$ cat src/rtl/hps_csr_bank.sv
// hps_csr_bank: HPS-facing Avalon-MM control/status register bank.
//
// Word-addressed slave that drives the synchroniser, LED-band controller and row muxes.
// It provides read-back of all registers, multi-word SOUT storage, a self-clearing
// new_frame pulse, a multi-source interrupt block and a turn counter.
//
// Ports:
//   clk, rst_in             - system clock, asynchronous active-high reset
//   address                 - word address
//   writedata, write        - write data and one-cycle write strobe
//   read                    - one-cycle read strobe
//   readdata, readdatavalid - registered read data, valid one cycle after read
//   rst_out .. PD           - decoded CTRL bits
//   hps_SOUT                - SOUT words concatenated, LSB first
//   hps_row_en              - ROW_EN register
//   irq_src                 - interrupt sources, possibly from another clock domain
//   irq                     - registered |(IRQ_STATUS & IRQ_ENABLE)
//
// Address map (word):
//   0 CTRL, 1 ROW_EN, 4..7 SOUT0..3, 8 IRQ_STATUS (W1C), 9 IRQ_ENABLE,
//   10 IRQ_EDGE (1=rising), 11 TURN_COUNT (RO, write clears), 12 VERSION.
//   All other addresses read 0 and ignore writes.
module hps_csr_bank #(
  parameter int unsigned W_ADDR_WIDTH = 4,
  parameter int unsigned W_DATA_WIDTH = 32,
  parameter int unsigned NB_LED_BAND  = 20,
  parameter int unsigned NB_MUX_ROWS  = 4,
  parameter int unsigned NB_IRQ       = 4,
  parameter int unsigned SYNC_STAGES  = 2,
  parameter logic [31:0] VERSION      = 32'h0002_0000
) (
  input  logic                    clk,
  input  logic                    rst_in,
  input  logic [W_ADDR_WIDTH-1:0] address,
  input  logic [W_DATA_WIDTH-1:0] writedata,
  input  logic                    write,
  input  logic                    read,
  output logic [W_DATA_WIDTH-1:0] readdata,
  output logic                    readdatavalid,
  output logic                    rst_out,
  output logic                    new_frame,
  output logic                    write_fc,
  output logic                    hps_override_sync,
  output logic                    hps_override_lbc,
  output logic                    hps_LAT,
  output logic                    hps_SCLK,
  output logic                    hps_turn_tick,
  output logic                    PD,
  output logic [NB_LED_BAND-1:0]  hps_SOUT,
  output logic [NB_MUX_ROWS-1:0]  hps_row_en,
  input  logic [NB_IRQ-1:0]       irq_src,
  output logic                    irq
);

  localparam logic [W_ADDR_WIDTH-1:0] AddrCtrl      = W_ADDR_WIDTH'(0);
  localparam logic [W_ADDR_WIDTH-1:0] AddrRowEn     = W_ADDR_WIDTH'(1);
  localparam logic [W_ADDR_WIDTH-1:0] AddrSout0     = W_ADDR_WIDTH'(4);
  localparam logic [W_ADDR_WIDTH-1:0] AddrSout1     = W_ADDR_WIDTH'(5);
  localparam logic [W_ADDR_WIDTH-1:0] AddrSout2     = W_ADDR_WIDTH'(6);
  localparam logic [W_ADDR_WIDTH-1:0] AddrSout3     = W_ADDR_WIDTH'(7);
  localparam logic [W_ADDR_WIDTH-1:0] AddrIrqStatus = W_ADDR_WIDTH'(8);
  localparam logic [W_ADDR_WIDTH-1:0] AddrIrqEnable = W_ADDR_WIDTH'(9);
  localparam logic [W_ADDR_WIDTH-1:0] AddrIrqEdge   = W_ADDR_WIDTH'(10);
  localparam logic [W_ADDR_WIDTH-1:0] AddrTurnCount = W_ADDR_WIDTH'(11);
  localparam logic [W_ADDR_WIDTH-1:0] AddrVersion   = W_ADDR_WIDTH'(12);

  // Register state
  logic [7:0]             ctrl_q, ctrl_d;
  logic                   new_frame_q, new_frame_d;
  logic [NB_MUX_ROWS-1:0] row_en_q, row_en_d;
  logic [NB_LED_BAND-1:0] sout_q, sout_d;
  logic [NB_IRQ-1:0]      status_q, status_d;
  logic [NB_IRQ-1:0]      enable_q, enable_d;
  logic [NB_IRQ-1:0]      edge_sel_q, edge_sel_d;
  logic [NB_IRQ-1:0]      prev_q;
  logic [31:0]            turn_count_q, turn_count_d;
  logic                   irq_q;
  logic [31:0]            readdata_q, readdata_d;
  logic                   readdatavalid_q;

  logic [NB_IRQ-1:0]      src_s;
  logic [NB_IRQ-1:0]      edge_vec;
  logic [NB_IRQ-1:0]      w1c_mask;
  logic [127:0]           sout_pad;

  // Not every writedata bit lands in a register for every parameter set.
  logic unused_writedata;
  assign unused_writedata = ^writedata;

  // Write strobes
  logic wr_ctrl, wr_row_en, wr_status, wr_enable, wr_edge, wr_turn;
  assign wr_ctrl   = write && (address == AddrCtrl);
  assign wr_row_en = write && (address == AddrRowEn);
  assign wr_status = write && (address == AddrIrqStatus);
  assign wr_enable = write && (address == AddrIrqEnable);
  assign wr_edge   = write && (address == AddrIrqEdge);
  assign wr_turn   = write && (address == AddrTurnCount);

  // Source synchroniser
  if (SYNC_STAGES == 0) begin : g_no_sync
    assign src_s = irq_src;
  end else begin : g_sync
    logic [NB_IRQ-1:0] sync_q [SYNC_STAGES];
    always_ff @(posedge clk or posedge rst_in) begin
      if (rst_in) begin
        for (int k = 0; k < SYNC_STAGES; k++) sync_q[k] <= '0;
      end else begin
        sync_q[0] <= irq_src;
        for (int k = 1; k < SYNC_STAGES; k++) sync_q[k] <= sync_q[k-1];
      end
    end
    assign src_s = sync_q[SYNC_STAGES-1];
  end

  // Per-source edge select: 1 = rising, 0 = falling.
  assign edge_vec = (edge_sel_q & src_s & ~prev_q) | (~edge_sel_q & ~src_s & prev_q);
  assign w1c_mask = wr_status ? writedata[NB_IRQ-1:0] : '0;

  // Next-state logic
  always_comb begin
    ctrl_d       = ctrl_q;
    new_frame_d  = 1'b0;
    row_en_d     = row_en_q;
    sout_d       = sout_q;
    enable_d     = enable_q;
    edge_sel_d   = edge_sel_q;
    turn_count_d = turn_count_q;

    if (wr_ctrl) begin
      // Bit 1 is a strobe only; it is never stored.
      ctrl_d      = writedata[7:0] & 8'hFD;
      new_frame_d = writedata[1];
    end
    if (wr_row_en) row_en_d   = writedata[NB_MUX_ROWS-1:0];
    if (wr_enable) enable_d   = writedata[NB_IRQ-1:0];
    if (wr_edge)   edge_sel_d = writedata[NB_IRQ-1:0];

    // Only bits below NB_LED_BAND exist, so unimplemented words ignore writes.
    for (int i = 0; i < int'(NB_LED_BAND); i++) begin
      if (write && (address == W_ADDR_WIDTH'(4 + i / 32))) sout_d[i] = writedata[i % 32];
    end

    // A set on the same cycle beats a clear so no event is lost.
    status_d = (status_q & ~w1c_mask) | edge_vec;

    // Falling edges of source 0 count turns regardless of its edge select;
    // a write wins over a simultaneous increment.
    if (wr_turn) begin
      turn_count_d = '0;
    end else if (~src_s[0] & prev_q[0]) begin
      turn_count_d = turn_count_q + 32'd1;
    end
  end

  // Read mux on the pre-write state
  always_comb begin
    sout_pad                   = '0;
    sout_pad[NB_LED_BAND-1:0]  = sout_q;
  end

  always_comb begin
    readdata_d = readdata_q;
    if (read) begin
      case (address)
        AddrCtrl:      readdata_d = {24'd0, ctrl_q};
        AddrRowEn:     readdata_d = 32'(row_en_q);
        AddrSout0:     readdata_d = sout_pad[31:0];
        AddrSout1:     readdata_d = sout_pad[63:32];
        AddrSout2:     readdata_d = sout_pad[95:64];
        AddrSout3:     readdata_d = sout_pad[127:96];
        AddrIrqStatus: readdata_d = 32'(status_q);
        AddrIrqEnable: readdata_d = 32'(enable_q);
        AddrIrqEdge:   readdata_d = 32'(edge_sel_q);
        AddrTurnCount: readdata_d = turn_count_q;
        AddrVersion:   readdata_d = VERSION;
        default:       readdata_d = '0;
      endcase
    end
  end

  always_ff @(posedge clk or posedge rst_in) begin
    if (rst_in) begin
      ctrl_q          <= '0;
      new_frame_q     <= 1'b0;
      row_en_q        <= '0;
      sout_q          <= '0;
      status_q        <= '0;
      enable_q        <= '0;
      edge_sel_q      <= '0;
      prev_q          <= '0;
      turn_count_q    <= '0;
      irq_q           <= 1'b0;
      readdata_q      <= '0;
      readdatavalid_q <= 1'b0;
    end else begin
      ctrl_q          <= ctrl_d;
      new_frame_q     <= new_frame_d;
      row_en_q        <= row_en_d;
      sout_q          <= sout_d;
      status_q        <= status_d;
      enable_q        <= enable_d;
      edge_sel_q      <= edge_sel_d;
      prev_q          <= src_s;
      turn_count_q    <= turn_count_d;
      irq_q           <= |(status_q & enable_q);
      readdata_q      <= readdata_d;
      readdatavalid_q <= read;
    end
  end

  // Outputs
  assign readdata          = readdata_q;
  assign readdatavalid     = readdatavalid_q;
  assign rst_out           = ctrl_q[0];
  assign new_frame         = new_frame_q;
  assign write_fc          = ctrl_q[2];
  assign hps_override_sync = ctrl_q[3];
  assign hps_override_lbc  = ctrl_q[3];
  assign hps_LAT           = ctrl_q[4];
  assign hps_SCLK          = ctrl_q[5];
  assign hps_turn_tick     = ctrl_q[6];
  assign PD                = ~ctrl_q[7];
  assign hps_SOUT          = sout_q;
  assign hps_row_en        = row_en_q;
  assign irq               = irq_q;

endmodule

$ cat config.mk
export PLATFORM = sky130hd
export DESIGN_NAME = hps_csr_bank
export DESIGN_NICKNAME = d
export VERILOG_FILES = /design/src/rtl/hps_csr_bank.sv
export SDC_FILE = /design/constraint.sdc
export NUM_CORES = 1
export LEC_CHECK = 0
export BUFFER_PORTS_ARGS = -buffer_cell sky130_fd_sc_hd__buf_2
export CAP_MARGIN = 20
export CORE_ASPECT_RATIO = 1.1
export CORE_MARGIN = 2
export CORE_UTILIZATION = 45
export CTS_CLUSTER_DIAMETER = 100
export DETAILED_ROUTE_END_ITERATION = 12
export MAX_ROUTING_LAYER = met4
export PLACE_DENSITY_LB_ADDON = 0.08
export SYNTH_ARGS = -nofsm -noshare
export SYNTH_HDL_FRONTEND = slang
export SYNTH_SLANG_ARGS = --single-unit
$ cat constraint.sdc
create_clock -name clk -period 4.85 [get_ports clk]
set_input_delay 0.2425 -clock clk [delete_from_list [all_inputs] [get_ports clk]]
set_output_delay 0.2425 -clock clk [all_outputs]
set_load 0.005 [all_outputs]
* Yosys cells after proc, flatten, opt, wreduce, memory -nomap -nowiden
Index checks and enable logic that the tools add are counted.
** Word-level totals
- Flip-flop bits (word level) :: 122
- Bits in latches :: 0
- Bits in writable memories :: 0
- ROM bits :: 0
- Memories kept :: 0
** Operators by class
- Add/sub/neg operators :: 1
- Multiply operators :: 0
- Div/mod/pow operators :: 0
- Order comparisons :: 0
- Equality and inequality tests :: 7
- Shift-type cells :: 0
- Mux-type cells :: 5
- Bitwise logic cells :: 15
- Reductions and logical operators :: 10
** Operators by type and width (count)
- 32-bit one-hot mux with 8 select lines :: 1
- 32-bit 2-to-1 mux :: 2
- 32-bit by 1-bit adder with 32-bit output, second input constant :: 1
- 4-bit AND :: 6
- 4-bit == test, second input constant :: 5
- 4-bit inverter :: 4
- 4-bit OR :: 2
- 1-bit logical AND :: 7
- 4-bit by 1-bit == test with 1-bit output, second input constant :: 1
- 4-bit by 3-bit == test with 1-bit output, second input constant :: 1
- 4-bit zero test :: 1
- 4-bit 2-to-1 mux :: 1
- 4-bit OR reduction :: 1
- 1-bit inverter :: 2
- 2-bit nonzero test :: 1
- 1-bit AND :: 1
- 1-bit 2-to-1 mux :: 1

* Longest topological paths before layout
Gate-level depths: netlist of run 1.
- Depth after elaboration :: 6
- Gate-level depth with buffers :: 6

* Least setup slack after synthesis of run 1
OpenSTA, ideal clock, no wires.
- Path kind :: reg2reg
- From :: register turn_count_q[0]
- To :: register turn_count_q[26]
- Library setup time :: 0.078 ns
- Arrival :: 1.970 ns
- Required time :: 4.772 ns
- Slack :: 2.802 ns
- Stages on the path, launching flop included :: 6
- Path buffers :: 0
- Period minus slack after synthesis :: 2.048 ns
- Cell sequence :: dfrtp_1 > ha_1 > nand3b_1 > or4_1 > or4_1 > a21oi_1
** Between the ends
- Cells in the longest elaborated chain, start to end :: 3
** Ends and longest elaborated chain
- from (decl) :: RTL line 76 : logic [31:0] turn_count_q, turn_count_d;
- from (signal assigned) :: RTL line 204 : turn_count_q <= turn_count_d;
- 32-bit by 1-bit adder with 32-bit output :: RTL line 151 : turn_count_d = turn_count_q + 32'd1;
- 32-bit 2-to-1 mux :: RTL line 150 : end else if (~src_s[0] & prev_q[0]) begin
- 32-bit 2-to-1 mux :: RTL line 148 : if (wr_turn) begin
No other way between the ends. The select of a mux whose other input is x is not followed.
A chain may end at the register's enable or synchronous reset.

* Final worst setup path of run 1
- From :: input address[0]
- To :: register sout_q[7], in the netlist hps_SOUT[7]
** Between the ends
- Cells in the longest elaborated chain, start to end :: 2
** Ends and longest elaborated chain
- from (decl) :: RTL line 34 : input logic [W_ADDR_WIDTH-1:0] address,
- 4-bit by 3-bit == test with 1-bit output :: RTL line 140 : if (write && (address == W_ADDR_WIDTH'(4 + i / 32))) sout_d[i] = writedata[i % 32];
- 1-bit logical AND :: RTL line 140
- to (signal assigned) :: RTL line 199 : sout_q <= sout_d;
- to (decl) :: RTL line 71 : logic [NB_LED_BAND-1:0] sout_q, sout_d;
No other way between the ends.

==> results of run 1 <==
logic make-up (layout without fill, tap and decap cells):
| kind of cell | after synthesis | count (layout) | synth area share (%) |
|---|---|---|---|
| fa+ha+maj | 1 | 1 | 0.228 |
| compound gates | 102 | 102 | 12.4 |
| mux | 49 | 49 | 10.1 |
| xor+xnor | 10 | 10 | 1.60 |
| simple gates | 139 | 139 | 14.8 |
| flops | 122 | 122 | 55.7 |
| buf+inv | 70 | 177 | 5.20 |
placed cells by master, fill, tap and decap left out, types with 7 or more instances in the layout:
cell	instances
sky130_fd_sc_hd__nor4_1	7
sky130_fd_sc_hd__o31ai_1	12
sky130_fd_sc_hd__nand2_1	28
sky130_fd_sc_hd__nor2_1	19
sky130_fd_sc_hd__inv_1	40
sky130_fd_sc_hd__nand3_1	19
sky130_fd_sc_hd__a22oi_1	14
sky130_fd_sc_hd__o22ai_1	19
sky130_fd_sc_hd__clkbuf_16	17
sky130_fd_sc_hd__a21oi_1	19
sky130_fd_sc_hd__buf_2	98
sky130_fd_sc_hd__or3_1	7
sky130_fd_sc_hd__o21ai_0	18
sky130_fd_sc_hd__mux2_2	42
sky130_fd_sc_hd__or4_1	15
sky130_fd_sc_hd__dfrtp_1	122
sky130_fd_sc_hd__clkbuf_8	8
per-layer routing:
metal	GRT usage, %	vias to the layer above	wire [um]
li1	-	2009	-
met2	32.8	110	6130
met3	5.87	17	632
met4	6.41	0	176
met5	-	-	0
met1	29.8	2048	5870
worst min-delay path by stage:
stage / cells after the start / to / slack [ns] / from
finish: 2 / edge_sel_q[2] / -0.02 / rst_in
global route: 2 / edge_sel_q[2] / 0.04 / rst_in
detailed placement: 0 / src_s[3] / 0.34 / g_sync.sync_q[7]
CTS: 2 / src_s[2] / 0.002 / rst_in
floorplan: 0 / g_sync.sync_q[4] / 0.27 / irq_src[0]
global placement: 0 / src_s[1] / 0.33 / g_sync.sync_q[5]
critical path, delay by kind of cell:
| kind | cells | cell delay [ns] |
|---|---|---|
| simple gates | 2 | 1.82 |
| buf+inv | 1 | 0.23 |
| mux | 1 | 0.54 |
layout make-up:
| class | count | area [um2] |
|---|---|---|
| fillers | 1093 | 5300 |
| clock buffers | 28 | 547 |
| clock inverters | 1 | 5.00 |
| well taps | 154 | 193 |
| multi-input cells | 301 | 2160 |
| repair buffers | 107 | 568 |
| flip-flops and latches | 122 | 3050 |
| inverters | 41 | 156 |
metrics by stage:
| stage | power (mW) | setup slack, ns | hold slack [ns] |
|---|---|---|---|
| 6_report | 2.85 | 2.30 | -0.0249 |
| 5_1_grt | 3.00 | 2.10 | 0.0356 |
| 4_1_cts | 2.89 | 2.17 | 0.00189 |
| 3_5_place_dp | 1.70 | 1.78 | 0.340 |
| 3_3_place_gp | 1.69 | 1.89 | 0.333 |
| 2_1_floorplan | 1.53 | 1.36 | 0.274 |
flip-flops by register name, indices dropped and copies added, names as in the netlist:
register and count:
ctrl_q 7, edge_sel_q 4, enable_q 4, g_sync.sync_q 4
hps_SOUT 20, hps_row_en 4, irq 1, new_frame 1
prev_q 4, readdata 32, readdatavalid 1, src_s 4
status_q 4, turn_count_q 32
power groups by stage:
stage,registers (mW),logic [mW],clock network [mW]
floorplan,1.30,0.234,0
global placement,1.33,0.363,0
detailed placement,1.33,0.370,0
CTS,1.32,0.376,1.19
global route,1.34,0.416,1.24
finish,1.32,0.370,1.16
synth_stat cells (7+ instances only):
cell and n:
sky130_fd_sc_hd__a21oi_1 19, sky130_fd_sc_hd__a22oi_1 14, sky130_fd_sc_hd__clkbuf_1 21, sky130_fd_sc_hd__dfrtp_1 122, sky130_fd_sc_hd__inv_1 41, sky130_fd_sc_hd__mux2_2 42
sky130_fd_sc_hd__nand2_1 28, sky130_fd_sc_hd__nand3_1 19, sky130_fd_sc_hd__nor2_1 19, sky130_fd_sc_hd__nor4_1 7, sky130_fd_sc_hd__o21ai_0 19, sky130_fd_sc_hd__o22ai_1 19
sky130_fd_sc_hd__o31ai_1 12, sky130_fd_sc_hd__or3_1 7, sky130_fd_sc_hd__or4_1 15
timing repair:
action,CTS,global route
hold endpoints to repair,4,0
buffers inserted,0,0
hold buffers,4,0
gates resized for setup,0,0
==> impl_summary.log, run 1 <==
INFO  metric dr_total_vias = 4,184
INFO  metric pwr-share-comb = 13.0%
INFO  metric grt.total_usage = 22.0%
INFO  metric area.growth.synth_to_final = 21.7%
INFO  metric critical_path.reg2reg.startpoint = turn_count_q[1]
INFO  metric die-area = 13,100 um2
INFO  metric slew_headroom = 30.9%
INFO  metric wl = 12.8 mm
INFO  metric critical_path.startpoint = address[0]
INFO  metric hold_viol_final = 34
INFO  metric syn_area_per_cell = 11.1 um2
INFO  metric failed_checks = hold timing
INFO  metric clockRootBuffer = sky130_fd_sc_hd__clkbuf_16
INFO  metric worst_setup_hold_path_clk_slew = 0.05 ns
INFO  metric grt_pass1_vias = 4,068
INFO  metric timing.critical_path.from_type = input port
INFO  metric floorplan.die.height = 120 um
INFO  metric coreArea = 12,000 um2
INFO  metric synth-edff-count = 0
INFO  metric critical_path.endpoint = hps_SOUT[7]
INFO  metric fin_cells = 754
INFO  metric port_buf_inserts = 98
INFO  metric grt_overflow = 0
INFO  metric post-synth-top-area-cell = sky130_fd_sc_hd__dfrtp_1
INFO  metric timing.critical_path.slowest_cell_delay = 0.93 ns
INFO  metric n_antenna_cell = 0
INFO  metric numClockSinks = 122
INFO  metric wirelength_per_cell = 17.0 um
INFO  metric worst_voltage_drop_across_the_vdd_grid = 0.288 mV
INFO  metric worst_hold_path_type = input port to async pin
INFO  metric seq_power_share = 46.2%
INFO  metric cts_made_buffers = 17
INFO  metric critPathCaptureType = register
INFO  metric routabilityCongestion = 0.793
INFO  metric yosys_register_bits = 122
INFO  metric layout_min_cycle_time = 2.55 ns
INFO  metric max_clock_freq = 392 MHz
INFO  metric outcome = complete, but fails checks
INFO  metric synthesis.area = 5490 um2
INFO  metric timing.setup.critical_path_class = input port to register
INFO  metric core_util_final = 55.7%
INFO  metric dp.final_hpwl = 8.49 mm
INFO  metric final_max_slew_viol_count = 0
INFO  metric clock_power_share = 40.8%
INFO  metric max-cap-violations = 0
INFO  metric netSwitchingFraction = 25.9%
INFO  metric grt_first_pass_wirelength = 21.3 mm
INFO  metric final_hold_slack = -0.0249 ns
INFO  metric nets = 635
INFO  metric post_synth_num_cell_types = 50
INFO  metric worst-r2r-setup-slack = 2.50 ns
INFO  metric antenna_found_initial = 0
INFO  metric drt-initial-drc-count = 233
INFO  metric worstPathArrival = 2.85 ns
INFO  metric synth_largest_type_area_fraction = 55.7%
INFO  metric worst_path_max_delay_cell = sky130_fd_sc_hd__nor4b_4
INFO  metric post-route-cell-area = 6680 um2
INFO  metric critPathRequiredTime = 5.15 ns
INFO  metric ctsLongestPathBuffers = 2
INFO  metric crit_path_max_fanout = 21
INFO  metric core.rowCount = 42
INFO  metric number_of_cells_produced_by_synthesis = 493
INFO  metric power.internal = 2.11 mW
INFO  metric synth-seq-area-share = 55.7%
INFO  metric detailed_place.area = 6080 um2
INFO  metric start_util = 45.8%
INFO  metric final.period_utilization = 52.6%
INFO  metric power.density = 427 nW/um2
INFO  metric h-tree-depth = 4
INFO  metric synthTopCellsByArea = sky130_fd_sc_hd__dfrtp_1, sky130_fd_sc_hd__mux2_2, sky130_fd_sc_hd__inv_1
INFO  metric viasPerCell = 5.55
INFO  metric worst_slew_pin_slew = 1.03 ns
INFO  metric synth-warning-count = 0
INFO  metric crit_chain = buf_2 > nor4b_4 > nand2_1 > mux2_2
INFO  metric r2r_path_end = turn_count_q[26]
INFO  metric synthesis.nets = 538
INFO  metric io_pins = 111
INFO  metric drt_pass1_iterations = 5
INFO  metric ant_nets = 0
INFO  metric numPlacedInstances = 720
INFO  metric clock-skew-final = 0.00523 ns
INFO  metric timing.reg2reg.worst_path_depth = 5
INFO  metric power.net_switching = 0.739 mW
INFO  metric power_leakage = 2.95 nW
INFO  metric tritoncts = built
INFO  metric finalSetupTns = 0 ns
INFO  metric asyncSetResetFlopFracSynth = 100%
INFO  metric synth-main-ff-cell = sky130_fd_sc_hd__dfrtp_1
INFO  metric setup_viol = 0
INFO  metric rsz0062_at_grt = no
INFO  metric drive_gt1_share = 29.7%
INFO  metric clock_insertion_delay_worst_skew = 0.42 ns
INFO  metric die-width = 109 um
INFO  metric grt_max_degree = 64
INFO  metric remaining_drc_errors = 0
(Power assumes the default switching activity.)
==> inputs of run 2 (changes only) <==
==> constraint.sdc (replaced) <==
create_clock -name clk -period 2.3 [get_ports clk]
set_input_delay 0.115 -clock clk [delete_from_list [all_inputs] [get_ports clk]]
set_output_delay 0.115 -clock clk [all_outputs]
set_load 0.005 [all_outputs]
==> impl_summary.log, run 2 (same netlist as run 1, synthesis figures left out) <==
INFO  metric antenna_found_initial = 0 (unchanged)
INFO  metric n_antenna_cell = 0 (unchanged)
INFO  metric power_leakage = 3.13 nW (+6.1%)
INFO  metric drt-initial-drc-count = 232 (-0.43%)
INFO  metric drive_gt1_share = 30.9% (+1.2 points)
INFO  metric pwr-share-comb = 13.4% (+0.4 points)
INFO  metric nets = 666 (+4.9%)
INFO  metric final.period_utilization = 92.6%
INFO  metric ant_nets = 0 (unchanged)
INFO  metric timing.critical_path.slowest_cell_delay = 0.63 ns (-0.30 ns)
INFO  metric critical_path.reg2reg.startpoint = turn_count_q[0]
INFO  metric power.internal = 4.82 mW (+130%)
INFO  metric tritoncts = built
INFO  metric leading_cell_types_in_the_layout_fill_and_taps_excluded = sky130_fd_sc_hd__dfrtp_1, sky130_fd_sc_hd__buf_2, sky130_fd_sc_hd__mux2_2
INFO  metric critPathTopFamily = simple AND/OR/NAND/NOR gates
INFO  metric worst_hold_path_type = input port to register
INFO  metric critical_path.startpoint = turn_count_q[0]
INFO  metric timing.reg2reg.worst_path_depth = 5 (unchanged)
INFO  metric clock_insertion_delay_worst_skew = 0.40 ns (-0.02 ns)
INFO  metric remaining_drc_errors = 0 (unchanged)
INFO  metric grt_first_pass_wirelength = 21.6 mm (+1.2%)
INFO  metric layout_min_cycle_time = 2.13 ns
INFO  metric viasPerCell = 5.57 (+0.44%)
INFO  metric core.rowCount = 42 (unchanged)
INFO  metric numClockSinks = 122 (unchanged)
INFO  metric worstPathArrival = 2.46 ns (-0.39 ns)
INFO  metric floorplan.die.height = 120 um (unchanged)
INFO  metric timing.setup.critical_path_class = register to register
INFO  metric max-cap-violations = 0 (unchanged)
INFO  metric final_max_slew_viol_count = 0 (unchanged)
INFO  metric finalSetupTns = 0 ns (unchanged)
INFO  metric critical_path.most_common_cell = sky130_fd_sc_hd__or4_1
INFO  metric cts_post_setup_buffers_inserted = 0 (unchanged)
INFO  metric worst_voltage_drop_across_the_vdd_grid = 0.590 mV (+100%)
INFO  metric critPathRequiredTime = 2.62 ns (-2.53 ns)
INFO  metric grt.total_usage = 22.1% (+0.13 points)
INFO  metric r2r_path_end = turn_count_q[26]
INFO  metric dr_total_vias = 4,392 (+5.0%)
INFO  metric ctsLongestPathBuffers = 2 (unchanged)
INFO  metric cts_made_buffers = 17 (unchanged)
INFO  metric slew_headroom = 26.6% (-4.3 points)
INFO  metric worst-r2r-setup-slack = 0.17 ns (-2.33 ns)
INFO  metric clockRootBuffer = sky130_fd_sc_hd__clkbuf_16
INFO  metric area.growth.synth_to_final = 28.8%
INFO  metric fin_cells = 788 (+4.5%)
INFO  metric rsz0062_at_grt = no
INFO  metric layout_commonest_cell = sky130_fd_sc_hd__dfrtp_1
INFO  metric clock-skew-final = 0.00631 ns (+0.00108 ns)
INFO  metric critPathCaptureType = register
INFO  metric setup_viol = 0 (unchanged)
INFO  metric worst_slew_pin_slew = 1.10 ns (+0.0683 ns)
INFO  metric timing.critical_path.from_type = register
INFO  metric dp.final_hpwl = 8.99 mm (+5.9%)
INFO  metric grt_overflow = 0 (unchanged)
INFO  metric port_buf_inserts = 98 (unchanged)
INFO  metric crit_chain = ha_1 > nand3b_1 > or4_1 > or4_1 > a21oi_1
INFO  metric hold_viol_final = 0 (-100%)
INFO  metric wirelength_per_cell = 16.9 um (-0.56%)
INFO  metric coreArea = 12,000 um2 (unchanged)
INFO  metric start_util = 45.8% (unchanged)
INFO  metric routabilityCongestion = 0.868 (+9.4%)
INFO  metric power.net_switching = 1.60 mW (+120%)
INFO  metric numPlacedInstances = 735 (+2.1%)
INFO  metric grt_pass1_vias = 4,263 (+4.8%)
INFO  metric max_clock_freq = 469 MHz
INFO  metric die-width = 109 um (unchanged)
INFO  metric power.density = 908 nW/um2 (+110%)
INFO  metric netSwitchingFraction = 24.9% (-0.95 points)
INFO  metric seq_power_share = 43.1% (-3.1 points)
INFO  metric h-tree-depth = 4 (unchanged)
INFO  metric crit_path_max_fanout = 6 (-71%)
INFO  metric critical_path.endpoint = turn_count_q[26]
INFO  metric die-area = 13,100 um2 (unchanged)
INFO  metric drt_pass1_iterations = 4 (-1)
INFO  metric critical_path_depth = 5 (+1)
INFO  metric path_buf_inv = 0 (-1)
INFO  metric clock_power_share = 43.4% (+2.6 points)
INFO  metric worst_setup_hold_path_clk_slew = 0.05 ns (about the same)
INFO  metric wl = 13.3 mm (+3.9%)
INFO  metric outcome = completed
INFO  metric grt_max_degree = 43 (-33%)
INFO  metric io_pins = 111 (unchanged)
INFO  metric worst_path_max_delay_cell = sky130_fd_sc_hd__or4_1
-- run 2: changes by cell type in the layout (fill, tap and decap cells not counted), moves of 2 or more --
| cell | delta |
|---|---|
| sky130_fd_sc_hd__buf_4 | +11 |
| sky130_fd_sc_hd__dfrtp_2 | +2 |
| sky130_fd_sc_hd__buf_12 | +3 |
| sky130_fd_sc_hd__bufinv_16 | +4 |
| sky130_fd_sc_hd__dlygate4sd3_1 | +17 |
| sky130_fd_sc_hd__clkinv_2 | +3 |
| sky130_fd_sc_hd__dfrtp_1 | -2 |
| sky130_fd_sc_hd__clkbuf_8 | -5 |
-- run 2: through the flow --
step / power (mW) / hold WS [ns] / setup slack (ns) / util [%] / instance area, um2
final: 6.42 / 0.0334 / 0.169 / 59.0 / 7060
after detailed placement: 3.63 / 0.122 / 0.158 / 52.0 / 6230
after global placement: 3.60 / 0.122 / 0.191 / 52.0 / 6230
after floorplan: 3.23 / 0.146 / 0.252 / - / 5490
after CTS: 6.46 / 0.0228 / 0.128 / 58.9 / 7060
after global routing: 6.71 / 0.0330 / 0.0349 / 59.0 / 7060
-- run 2: how the worst min path moves through the flow --
stage	end	slack (ns)	startpoint	cells after the start
after floorplan	g_sync.sync_q[4]	0.15	irq_src[0]	0
after global placement	g_sync.sync_q[5]	0.12	rst_in	2
after detailed placement	g_sync.sync_q[5]	0.12	rst_in	2
after CTS	hps_SOUT[3]	0.02	writedata[3]	2
after global routing	hps_row_en[3]	0.03	writedata[3]	2
final	hps_SOUT[3]	0.03	writedata[3]	2
-- run 2: final cells by class --
type / instances / area, um2
fill: 1016 / 4920
sequential: 122 / 3060
multi-input combinational: 301 / 2160
timing repair buffer: 138 / 881
clock buffer: 24 / 482
tap: 154 / 193
inverter: 41 / 158
clock inverter: 8 / 140
-- run 2: layer usage --
| metal | track usage [%] | share of wire [%] |
|---|---|---|
| met3 | 4.45 | 4.5 |
| met1 | 28.8 | 44 |
| met4 | 6.09 | 1.1 |
| met2 | 35.4 | 50 |
| met5 | - | 0 |
-- run 2: what timing repair did --
item / CTS / global route
endpoints found under the setup margin: 0 / 1
endpoints found under the hold margin: 38 / 0
gates resized for setup: 0 / 2
hold buffers: 21 / 0
-- run 2: power by group through the flow --
stage	Clock [mW]	Sequential, mW	Combinational [mW]
after global placement	0	2.78	0.819
final	2.79	2.77	0.862
after floorplan	0	2.74	0.495
after CTS	2.82	2.76	0.873
after global routing	2.93	2.82	0.957
after detailed placement	0	2.79	0.837
